`config.mk`:
```
export PLATFORM = sky130hd
export DESIGN_NAME = i2c_master
export DESIGN_NICKNAME = d
export VERILOG_FILES = /design/src/rtl/i2c_master.sv
export SDC_FILE = /design/constraint.sdc
export NUM_CORES = 1
export LEC_CHECK = 0
export BUFFER_PORTS_ARGS = -buffer_cell sky130_fd_sc_hd__buf_4
export CAP_MARGIN = 20
export CORE_ASPECT_RATIO = 1.25
export CORE_MARGIN = 3
export CORE_UTILIZATION = 40
export DETAILED_ROUTE_END_ITERATION = 6
export GPL_ROUTABILITY_DRIVEN = 0
export PLACE_DENSITY = 0.61
export SLEW_MARGIN = 20
export SYNTH_ARGS = -nofsm -noshare
export SYNTH_HDL_FRONTEND = slang
export SYNTH_SLANG_ARGS = --single-unit
```
`constraint.sdc`:
```
create_clock -name CLK_I -period 2.4 [get_ports CLK_I]
set_input_delay 0.48 -clock CLK_I [delete_from_list [all_inputs] [get_ports CLK_I]]
set_output_delay 0.48 -clock CLK_I [all_outputs]
set_load 0.05 [all_outputs]
```
`src/rtl/i2c_master.sv`:
```
// Byte-level I2C bus master: START / WRITE / READ / STOP, one command in and one response out over valid/ready.
// Latency 4*DIV+1 (START/STOP) or 36*DIV+1 (byte) cycles plus SCL stretching; cmd_ready is low while a command runs.
module i2c_master #(
  parameter int DIV = 63
) (
  input  logic       CLK_I,
  input  logic       RST_I,
  input  logic       cmd_valid,
  output logic       cmd_ready,
  input  logic [1:0] cmd_op,
  input  logic [7:0] cmd_data,
  input  logic       cmd_nack,
  output logic       rsp_valid,
  output logic [7:0] rsp_data,
  output logic       rsp_nack,
  output logic       rsp_arb,
  output logic       rsp_err,
  output logic       bus_owned,
  output logic       scl_oe,
  input  logic       scl_i,
  output logic       sda_oe,
  input  logic       sda_i
);

  typedef enum logic [2:0] {IDLE, START, BIT, STOP, RESP} state_t;

  localparam logic [1:0]  OP_START = 2'b00;
  localparam logic [1:0]  OP_WRITE = 2'b01;
  localparam logic [1:0]  OP_READ  = 2'b10;
  localparam logic [1:0]  OP_STOP  = 2'b11;
  localparam logic [15:0] QLAST    = 16'(DIV - 1);

  state_t      state, state_nxt;
  logic [15:0] qcnt;
  logic [1:0]  quarter;
  logic [3:0]  bitcnt;
  logic [1:0]  op;
  logic        nack_l;
  logic [7:0]  tx;
  logic [7:0]  rx;
  logic        ack_l;
  logic        err_l;
  logic        arb_l;

  logic active, stall, q_done, last_q, sample, arb_lost, next_bit;
  logic scl_nxt, sda_nxt;

  assign active = (state == START) || (state == BIT) || (state == STOP);
  // A released SCL that is still low belongs to a stretching target: freeze the quarter.
  assign stall  = active && !scl_oe && !scl_i;
  assign q_done = active && !stall && (qcnt == QLAST);
  assign last_q = q_done && (quarter == 2'd3);
  assign sample = (state == BIT) && (quarter == 2'd2) && q_done;

  // Lost only where we released SDA in a slot that is ours to drive (not the target's ACK or data).
  assign arb_lost = sample && !sda_oe && !sda_i &&
                    (((op == OP_WRITE) && (bitcnt != 4'd8)) || ((op == OP_READ) && (bitcnt == 4'd8)));

  always_comb begin
    if (bitcnt == 4'd7) next_bit = (op == OP_WRITE) ? 1'b1 : nack_l;
    else                next_bit = (op == OP_WRITE) ? tx[7] : 1'b1;
  end

  always_ff @(posedge CLK_I or posedge RST_I) begin
    if (RST_I) begin
      state     <= IDLE;
      qcnt      <= '0;
      quarter   <= '0;
      bitcnt    <= '0;
      op        <= OP_START;
      nack_l    <= 1'b0;
      tx        <= '0;
      rx        <= '0;
      ack_l     <= 1'b0;
      err_l     <= 1'b0;
      arb_l     <= 1'b0;
      scl_oe    <= 1'b0;
      sda_oe    <= 1'b0;
      bus_owned <= 1'b0;
      rsp_valid <= 1'b0;
      rsp_data  <= '0;
      rsp_nack  <= 1'b0;
      rsp_arb   <= 1'b0;
      rsp_err   <= 1'b0;
    end else begin
      state     <= state_nxt;
      scl_oe    <= scl_nxt;
      sda_oe    <= sda_nxt;
      rsp_valid <= (state == RESP);

      if (state == IDLE) begin
        qcnt    <= '0;
        quarter <= '0;
        bitcnt  <= '0;
        if (cmd_valid) begin
          op     <= cmd_op;
          nack_l <= cmd_nack;
          tx     <= cmd_data;
          rx     <= '0;
          ack_l  <= 1'b0;
          arb_l  <= 1'b0;
          err_l  <= (cmd_op != OP_START) && !bus_owned;
        end
      end else if (active && !stall) begin
        if (qcnt == QLAST) begin
          qcnt    <= '0;
          quarter <= quarter + 2'd1;
          if ((state == BIT) && (quarter == 2'd3)) bitcnt <= bitcnt + 4'd1;
        end else begin
          qcnt <= qcnt + 16'd1;
        end
      end

      if (sample) begin
        if (bitcnt == 4'd8) begin
          ack_l <= sda_i;
        end else begin
          rx <= {rx[6:0], sda_i};
          tx <= {tx[6:0], 1'b0};
        end
      end

      if ((state == START) && last_q) bus_owned <= 1'b1;
      if ((state == STOP) && last_q)  bus_owned <= 1'b0;
      if (arb_lost) begin
        arb_l     <= 1'b1;
        bus_owned <= 1'b0;
      end

      if (state == RESP) begin
        rsp_err  <= err_l;
        rsp_arb  <= arb_l;
        rsp_nack <= (op == OP_WRITE) && !err_l && !arb_l && ack_l;
        rsp_data <= (((op == OP_READ) && !err_l) || arb_l) ? rx : 8'h00;
      end
    end
  end

  always_comb begin
    state_nxt = state;
    case (state)
      IDLE: begin
        if (cmd_valid) begin
          if (cmd_op == OP_START)     state_nxt = START;
          else if (!bus_owned)        state_nxt = RESP;
          else if (cmd_op == OP_STOP) state_nxt = STOP;
          else                        state_nxt = BIT;
        end
      end
      START, STOP: if (last_q) state_nxt = RESP;
      BIT:         if (arb_lost || (last_q && (bitcnt == 4'd8))) state_nxt = RESP;
      RESP:        state_nxt = IDLE;
      default:     state_nxt = IDLE;
    endcase
  end

  // Line values are registered and change only on quarter boundaries; idle phases hold the bus as left.
  always_comb begin
    cmd_ready = (state == IDLE);
    scl_nxt   = scl_oe;
    sda_nxt   = sda_oe;
    if (state == IDLE) begin
      if (cmd_valid) begin
        case (state_nxt)
          START: sda_nxt = 1'b0;
          STOP: begin
            scl_nxt = 1'b1;
            sda_nxt = 1'b1;
          end
          BIT: begin
            scl_nxt = 1'b1;
            sda_nxt = (cmd_op == OP_WRITE) ? ~cmd_data[7] : 1'b0;
          end
          default: ;
        endcase
      end
    end else if (arb_lost) begin
      scl_nxt = 1'b0;
      sda_nxt = 1'b0;
    end else if (q_done) begin
      case (state)
        START: begin
          case (quarter)
            2'd0:    scl_nxt = 1'b0;
            2'd1:    sda_nxt = 1'b1;
            2'd2:    scl_nxt = 1'b1;
            default: ;
          endcase
        end
        STOP: begin
          case (quarter)
            2'd0:    scl_nxt = 1'b0;
            2'd1:    sda_nxt = 1'b0;
            default: ;
          endcase
        end
        BIT: begin
          case (quarter)
            2'd1: scl_nxt = 1'b0;
            2'd3: begin
              scl_nxt = 1'b1;
              if (bitcnt != 4'd8) sda_nxt = ~next_bit;
            end
            default: ;
          endcase
        end
        default: ;
      endcase
    end
  end

endmodule

```
Word-level counts from Yosys, hierarchy flattened

Cells that the tools add are included.

Register bits: 62
Output and inout bits: 16

Add/subtract/negate cells: 3
Equality and inequality tests: 28
Multiplexer cells: 59
Bitwise gates (word level): 2
Reduce and logical (&&, ||, !) cells: 54

Operators by type and width:

| operator              | number |
|---|---|
| $mux 8                | 9 |
| $mux 16               | 3 |
| $mux 1                | 29 |
| $logic_and 1x1->1     | 21 |
| $add 16x1->16 const B | 1 |
| $eq 16x6->1 const B   | 1 |
| $mux 4                | 4 |
| $ne 4x3->1 const B    | 4 |
| $mux 3                | 5 |
| $eq 3x2->1 const B    | 4 |
| $reduce_bool 2->1     | 6 |
| $pmux 1 s3            | 3 |
| $pmux 3 s3            | 1 |
| $eq 2x2->1 const B    | 4 |
| $logic_not 1->1       | 8 |
| $ne 4x4->1 const B    | 2 |
| $reduce_and 8->1      | 1 |
| $reduce_and 7->1      | 1 |
| $eq 2x1->1 const B    | 3 |
| $eq 3x1->1 const B    | 2 |
| $mux 2                | 3 |
| $reduce_and 2->1      | 3 |
| $reduce_bool 3->1     | 2 |
| $logic_or 1x1->1      | 5 |
| other kinds (16)      | 21 |

Logic depth before layout (Yosys ltp)

Gate-level depths: netlist (run 1).

Word-level depth: 20
Mapped depth: 9

Least setup slack after synthesis (run 1)

OpenSTA, ideal clock, no wires.

Path type: flip-flop to flip-flop
Start point: reg state[1]
End point: reg op[0]
Library setup time: 0.134 ns
Arrival: 2.751 ns
Data required time: 2.266 ns
Setup slack: -0.485 ns
Stages on the path, launching flop included: 8
Buffers on the path: 3
Cells stage by stage: dfrtp_1 buf_2 nor3_1 nand2_1 clkbuf_1 clkbuf_1 nand2_1 o21ai_0

Longest elaborated chain between the ends: 2

RTL lines:

| what                              | RTL line | RTL |
|---|---|---|
| start: declaration                | 33       | `state_t state, state_nxt;` |
| start signal: assignment          | 86       | `state <= state_nxt;` |
| $logic_not 3->1                   | -        |  |
| named net cmd_ready               | 9        | `output logic cmd_ready,` |
| $reduce_and 2->1 (no source line) | -        |  |
| end signal: assignment            | 96       | `op <= cmd_op;` |
| end: declaration                  | 37       | `logic [1:0] op;` |

The timed path passes the listed nets, and every way through them passes these cells.
A chain may end at the register's enable or synchronous reset.

Worst setup path after layout (run 1)

Start point: reg qcnt[0]
End point: reg state[2]

Longest elaborated chain between the ends: 9

RTL lines:

| what                            | RTL line | RTL |
|---|---|---|
| start: declaration              | 34       | `logic [15:0] qcnt;` |
| start signal: assignment        | 110      | `qcnt <= qcnt + 16'd1;` |
| $eq 16x6->1 *                   | 51       | `assign q_done = active && !stall && (qcnt == QLAST);` |
| $logic_and 1x1->1 *             | 51       |  |
| $logic_and 1x1->1               | 53       | `assign sample = (state == BIT) && (quarter == 2'd2) && q_done;` |
| $logic_and 1x1->1 (3 in series) | 56       | `assign arb_lost = sample && !sda_oe && !sda_i &&` |
| $logic_or 1x1->1                | 151      | `BIT: if (arb_lost \|\| (last_q && (bitcnt == 4'd8))) state_nxt = RESP;` |
| $mux 3                          | 151      |  |
| $pmux 3 s3 *                    | 141      | `case (state)` |
| named net state_nxt[2]          | 33       |  |

Mark *: on every way through the listed nets, which the timed path passes. The rest lies on a longest branch.

==> impl_metrics.tcl, run 1 <==
set metrics [dict create \
    ys.flop_type "dfrtp_1" \
    vdd_drop_max_mv 0.592 \
    htree_levels 3 \
    syn-instance-count 323 \
    synthesis.nets 347 \
    power.static_leakage_nw 1.81 \
    most-common-layout-cells "62 x dfrtp_1, 46 x buf_4, 40 x nor2_1, 34 x nand2_1, 17 x nand3_1" \
    place.port_buffers 31 \
    maxCapViolations 0 \
    globalRouteOverflowTotal 0 \
    numCtsBuffers 9 \
    post_synth_edffs 0 \
    cpMaxStageDelayCell "or4b_4" \
    crit-reg2reg-capture "state[2]" \
    ctsHoldBuffers 0 \
    cts.path.max_buffers 2 \
    worst-r2r-setup-slack_ns 0.23 \
    critical-path-max-stage-delay_ns 0.47 \
    cts_tree "yes" \
    cp_cell_sequence "inv_1, ha_1, or4b_4, nor4_4, buf_4, nand3_2, or3_1, nand3_1" \
    floorplan.rows 35 \
    grt_max_degree 40 \
    grt_first_pass_wirelength_um 11500 \
    portion_of_total_power_attributed_to_the_clock_network_pct 32.0 \
    worst_r2r_startpoint "qcnt[0]" \
    worstSkewPairLatency_ns 0.35 \
    area_growth_pct 20.6 \
    finalPower_mw 3.29 \
    core_area_sq_um 7530 \
    number_of_pins_with_negative_max_slew_slack_in_the_final_report 0 \
    start_util_pct 41.9 \
    worst_ep_required_time_ns 2.67 \
    p_switching_mw 1.14 \
    yosysWarningCount 0 \
    die_height_um 105 \
    grt_usage_pct 16.1 \
    yosysSeqAreaShare_pct 49.1 \
    post_synth.cell_area_avg_sq_um 9.78 \
    drtPass1Iterations 4 \
    ant_diodes 0 \
    finalSetupViolations 0 \
    cellPowerDensity_nw_per_um2 863 \
    setup_tns_ns 0 \
    finalHoldViolCount 0 \
    rsz0062_at_grt "false" \
    num_io_pins 32 \
    layout.cells.most_common "dfrtp_1" \
    critical_path_arrival_ns 2.44 \
    critical_path_class "reg -> reg" \
    first_iter_violations 206 \
    post_cts.repair.setup_buffers 0 \
    final.min_clock_period_ns 2.17 \
    post_synth_num_cell_types 52 \
    worstRegToRegCells 8 \
    avgViaCountPerCell 5.45 \
    dp_hpwl_um 5030 \
    internal-power_mw 2.15 \
    floorplan.die_area_sq_um 9000 \
    worst_hold_path_type "in -> async" \
    worst_setup_path_start_kind "register" \
    sequential_power_share_pct 39.8 \
    route.detailed.wl_per_inst_um 15.0 \
    cts_root_buffer "clkbuf_8" \
    drive_gt1_share_pct 20.7 \
    cts-resized-gates 0 \
    num-nets-final 391 \
    endpoint_kind "register" \
    swShare_pct 34.6 \
    async_reset_ff_share_pct 100 \
    route.vias.total 2529 \
    layout_worst_path_cycle_share_pct 90.3 \
    die_width_um 85.5 \
    ant_nets 0 \
    vias_in_the_first_global_route 2361 \
    synthesis.area_sq_um 3160 \
    timing.max_slew.rel_slack_pct 59.7 \
    timing.critical_path.fanout_max 9 \
    timing.fmax_mhz 461 \
    drc 0 \
    logic_gate_share_of_total_power_pct 28.2 \
    clock_sinks 62 \
    antenna_found_initial 0 \
    tightestPinTransition_ns 0.603 \
    yosys_register_bits 62 \
    status "complete, no violations" \
    clkSlewWorstSetupHoldPaths_ns 0.07 \
    finalWirelength_um 6940 \
    clock_skew_ns 0.0135 \
]
==> power by group through the flow <==
stage,clock (mW),sequential (mW),combinational [mW]
CTS,1.08,1.31,0.935
global placement,0,1.32,0.926
global route,1.13,1.32,1.02
floorplan,0,1.41,0.546
detailed placement,0,1.33,0.934
finish,1.05,1.31,0.926
==> metrics by stage <==
step	setup WS, ns	hold slack [ns]	std cells	cell area (sq um)	util (%)
after global placement	0.268	0.473	448	3580	47.5
after global routing	0.0669	0.216	464	3810	50.5
final	0.232	0.180	464	3810	50.5
after CTS	0.239	0.201	464	3810	50.5
after detailed placement	0.262	0.490	448	3580	47.5
after floorplan	0.142	0.461	323	3160	-
==> critical path: cells and delay by family (launching register included) <==
family | cells | cell delay (ns)
flops | 1 | 0.38
buf+inv | 2 | 0.26
simple gates | 5 | 1.34
fa+ha+maj | 1 | 0.13
==> layer usage <==
| metal | wire [um] | vias to the layer above | GRT usage (%) |
|---|---|---|---|
| met5 | 0 | - | 0 |
| met4 | 179 | 0 | 7.35 |
| li1 | - | 1227 | - |
| met3 | 312 | 15 | 3.83 |
| met2 | 3340 | 65 | 25.2 |
| met1 | 3110 | 1222 | 21.0 |
==> area by class of cell <==
cell class / count / area (sq um)
clock buffer: 9 / 124
clock inverter: 7 / 103
fill: 688 / 3720
inverter: 16 / 60.1
multi-input combinational: 231 / 1490
sequential: 62 / 1550
tap: 92 / 115
timing repair buffer: 47 / 365
==> worst max path at each step <==
| stage | startpoint | to | slack, ns | depth (start not counted) |
|---|---|---|---|---|
| floorplan | state[1] | op[0] | 0.14 | 7 |
| global placement | qcnt[0] | state[2] | 0.27 | 8 |
| detailed placement | qcnt[0] | bus_owned | 0.26 | 8 |
| CTS | qcnt[0] | bus_owned | 0.24 | 8 |
| global route | qcnt[0] | scl_oe | 0.07 | 8 |
| finish | qcnt[0] | state[2] | 0.23 | 8 |
==> registers in the layout, indices dropped and copies added (netlist names) <==
| name | count |
|---|---|
| quarter | 2 |
| rsp_nack | 1 |
| scl_oe | 1 |
| arb_l | 1 |
| rsp_err | 1 |
| rsp_arb | 1 |
| sda_oe | 1 |
| op | 2 |
| bus_owned | 1 |
| rsp_valid | 1 |
| bitcnt | 4 |
| rx | 8 |
| qcnt | 16 |
| rsp_data | 8 |
| ack_l | 1 |
| err_l | 1 |
| tx | 8 |
| nack_l | 1 |
| state | 3 |
==> cell usage after synthesis, types with 2 or more instances <==
library cell / instances / area, sq um
or3_1: 3 / 18.8
a211oi_1: 2 / 15.0
inv_1: 16 / 60.1
clkbuf_1: 8 / 30.0
nor3b_1: 2 / 15.0
xor2_1: 14 / 123
a31oi_1: 2 / 12.5
nand4_1: 7 / 43.8
ha_1: 8 / 100
o211ai_1: 3 / 22.5
nor3_1: 4 / 20.0
buf_2: 5 / 25.0
nor2_1: 40 / 150
o21ai_1: 3 / 15.0
a21oi_1: 15 / 75.1
o31ai_1: 2 / 15.0
and4_1: 3 / 26.3
and2_1: 2 / 12.5
nand2_1: 34 / 128
mux2_2: 4 / 45.0
a2111oi_2: 2 / 30.0
a22o_1: 9 / 78.8
nand2b_1: 2 / 12.5
mux2i_1: 11 / 110
nand3_1: 17 / 85.1
nor4_1: 3 / 18.8
xnor2_1: 3 / 26.3
dfrtp_1: 62 / 1550
and3_1: 5 / 31.3
o311ai_0: 2 / 17.5
o21ai_0: 8 / 40.0
and3b_1: 2 / 17.5
==> logic make-up after synthesis <==
| kind of cell | count (synthesis) | synth area share (%) |
|---|---|---|
| multiplexers | 15 | 4.91 |
| buffers and inverters | 30 | 3.88 |
| flip-flops | 62 | 49.1 |
| AO/OA/AOI/OAI | 57 | 12.6 |
| XOR/XNOR | 17 | 4.71 |
| AND/OR/NAND/NOR | 134 | 21.6 |
| adder cells (fa/ha/maj) | 8 | 3.17 |
(Power assumes the default switching activity.)
==> run 2, diff against run 1 <==
==> constraint.sdc (replaced) <==
create_clock -name CLK_I -period 2.55 [get_ports CLK_I]
set_input_delay 0.51 -clock CLK_I [delete_from_list [all_inputs] [get_ports CLK_I]]
set_output_delay 0.51 -clock CLK_I [all_outputs]
set_load 0.05 [all_outputs]
==> impl_metrics.tcl, run 2 (same netlist as run 1, synthesis figures left out) <==
set metrics [dict create \
    status "complete, no violations" \
    cts-resized-gates 0 \
    drc 0 \
    placed_cell_count 443 \
    power.static_leakage_nw 1.80 \
    ant_diodes 0 \
    first_iter_violations 129 \
    number_of_pins_with_negative_max_slew_slack_in_the_final_report 0 \
    route.vias.total 2491 \
    register_ranked_first_by_flip_flop_count "qcnt" \
    num_io_pins 32 \
    floorplan.die_area_sq_um 9000 \
    timing.hold.ws_ns 0.125 \
    drive_gt1_share_pct 20.3 \
    layout_worst_path_cycle_share_pct 92.8 \
    globalRouteOverflowTotal 0 \
    rsz0062_at_grt "false" \
    die_height_um 105 \
    cts_root_buffer "clkbuf_8" \
    layout.cells.most_common "dfrtp_1" \
    core_area_sq_um 7530 \
    post_cts.repair.setup_buffers 0 \
    num-nets-final 389 \
    most-common-layout-cells "62 x dfrtp_1, 45 x buf_4, 40 x nor2_1, 34 x nand2_1, 17 x nand3_1" \
    endpoint_kind "register" \
    finalHoldViolCount 0 \
    finalSetupViolations 0 \
    ant_nets 0 \
    worst_ep_required_time_ns 2.78 \
    cts_tree "yes" \
    start_util_pct 41.9 \
    worst_hold_path_type "in -> async" \
    cellPowerDensity_nw_per_um2 816 \
    critical_path_arrival_ns 2.60 \
    grt_max_degree 26 \
    grt_usage_pct 16.9 \
    critical_path_class "reg -> reg" \
    cts.path.max_buffers 2 \
    maxCapViolations 0 \
    avgViaCountPerCell 5.39 \
    ctsHoldBuffers 0 \
    tightestPinTransition_ns 0.685 \
    grt_first_pass_wirelength_um 12100 \
    timing.max_slew.rel_slack_pct 54.2 \
    multi_input_area_sq_um 1490 \
    clkSlewWorstSetupHoldPaths_ns 0.08 \
    dp_hpwl_um 5030 \
    setup_tns_ns 0 \
    finalPower_mw 3.08 \
    final.min_clock_period_ns 2.37 \
    route.detailed.wl_per_inst_um 15.2 \
    timing.fmax_mhz 422 \
    fillerInstances 713 \
    numCtsBuffers 9 \
    clock_sinks 62 \
    floorplan.rows 35 \
    vdd_drop_max_mv 0.394 \
    clock_skew_ns 0.00985 \
    finalWirelength_um 7000 \
    area_growth_pct 19.7 \
    worst_setup_path_start_kind "register" \
    stdcell_count 462 \
    die_width_um 85.5 \
    vias_in_the_first_global_route 2507 \
    place.port_buffers 31 \
    timing.critical_path.fanout_max 6 \
    drtPass1Iterations 4 \
    register_area_sq_um 1550 \
    largest_register_ffs 16 \
    antenna_found_initial 0 \
    worstSkewPairLatency_ns 0.35 \
    htree_levels 3 \
]
run 2: worst paths after layout:
kind	startpoint	endpoint	slack, ns	cells after the start
max	qcnt[0]	quarter[1]	0.18	7
min	RST_I	tx[5]	0.13	2
max reg2reg	qcnt[0]	quarter[1]	0.18	7
min reg2reg	rx[7]	rx[7]	0.49	2
max in group asynchronous	RST_I	arb_l	1.78	3
min in group CLK_I	cmd_nack	nack_l	0.40	2
run 2: routing by layer:
| layer | track usage (%) | share of wire, % |
|---|---|---|
| met2 | 27.2 | 49 |
| met1 | 21.5 | 44 |
| met3 | 3.75 | 4.5 |
| met4 | 7.35 | 1.7 |
| met5 | 0 | 0 |
run 2: report_power, final:
group          internal (mW)  switching, mW  total, mW
Combinational          0.314          0.528      0.843
Clock                  0.562          0.438       1.00
Sequential              1.13          0.111       1.24
run 2: through the flow:
step                util [%]  instance area (sq um)  setup WS [ns]
finish                  50.2                   3780          0.183
global route            50.2                   3780         0.0104
CTS                     49.9                   3760         0.0583
detailed placement      46.9                   3530         0.0995
global placement        46.9                   3530          0.167
floorplan                  -                   3160          0.292
run 2: worst max-delay path, stage by stage, from the launching register on:
cell and delay (ns):
dfrtp_1 0.45, inv_1 0.08, ha_1 0.14, or4b_4 0.48
nor4_1 0.50, nor3b_2 0.34, mux2i_1 0.21, nor2_1 0.05
run 2: final cells by class:
type	count	area share [%]
tap	92	3.05
timing repair buffer	45	8.94
multi-input combinational	231	39.4
clock buffer	9	3.28
inverter	16	1.59
sequential	62	41.0
clock inverter	7	2.71
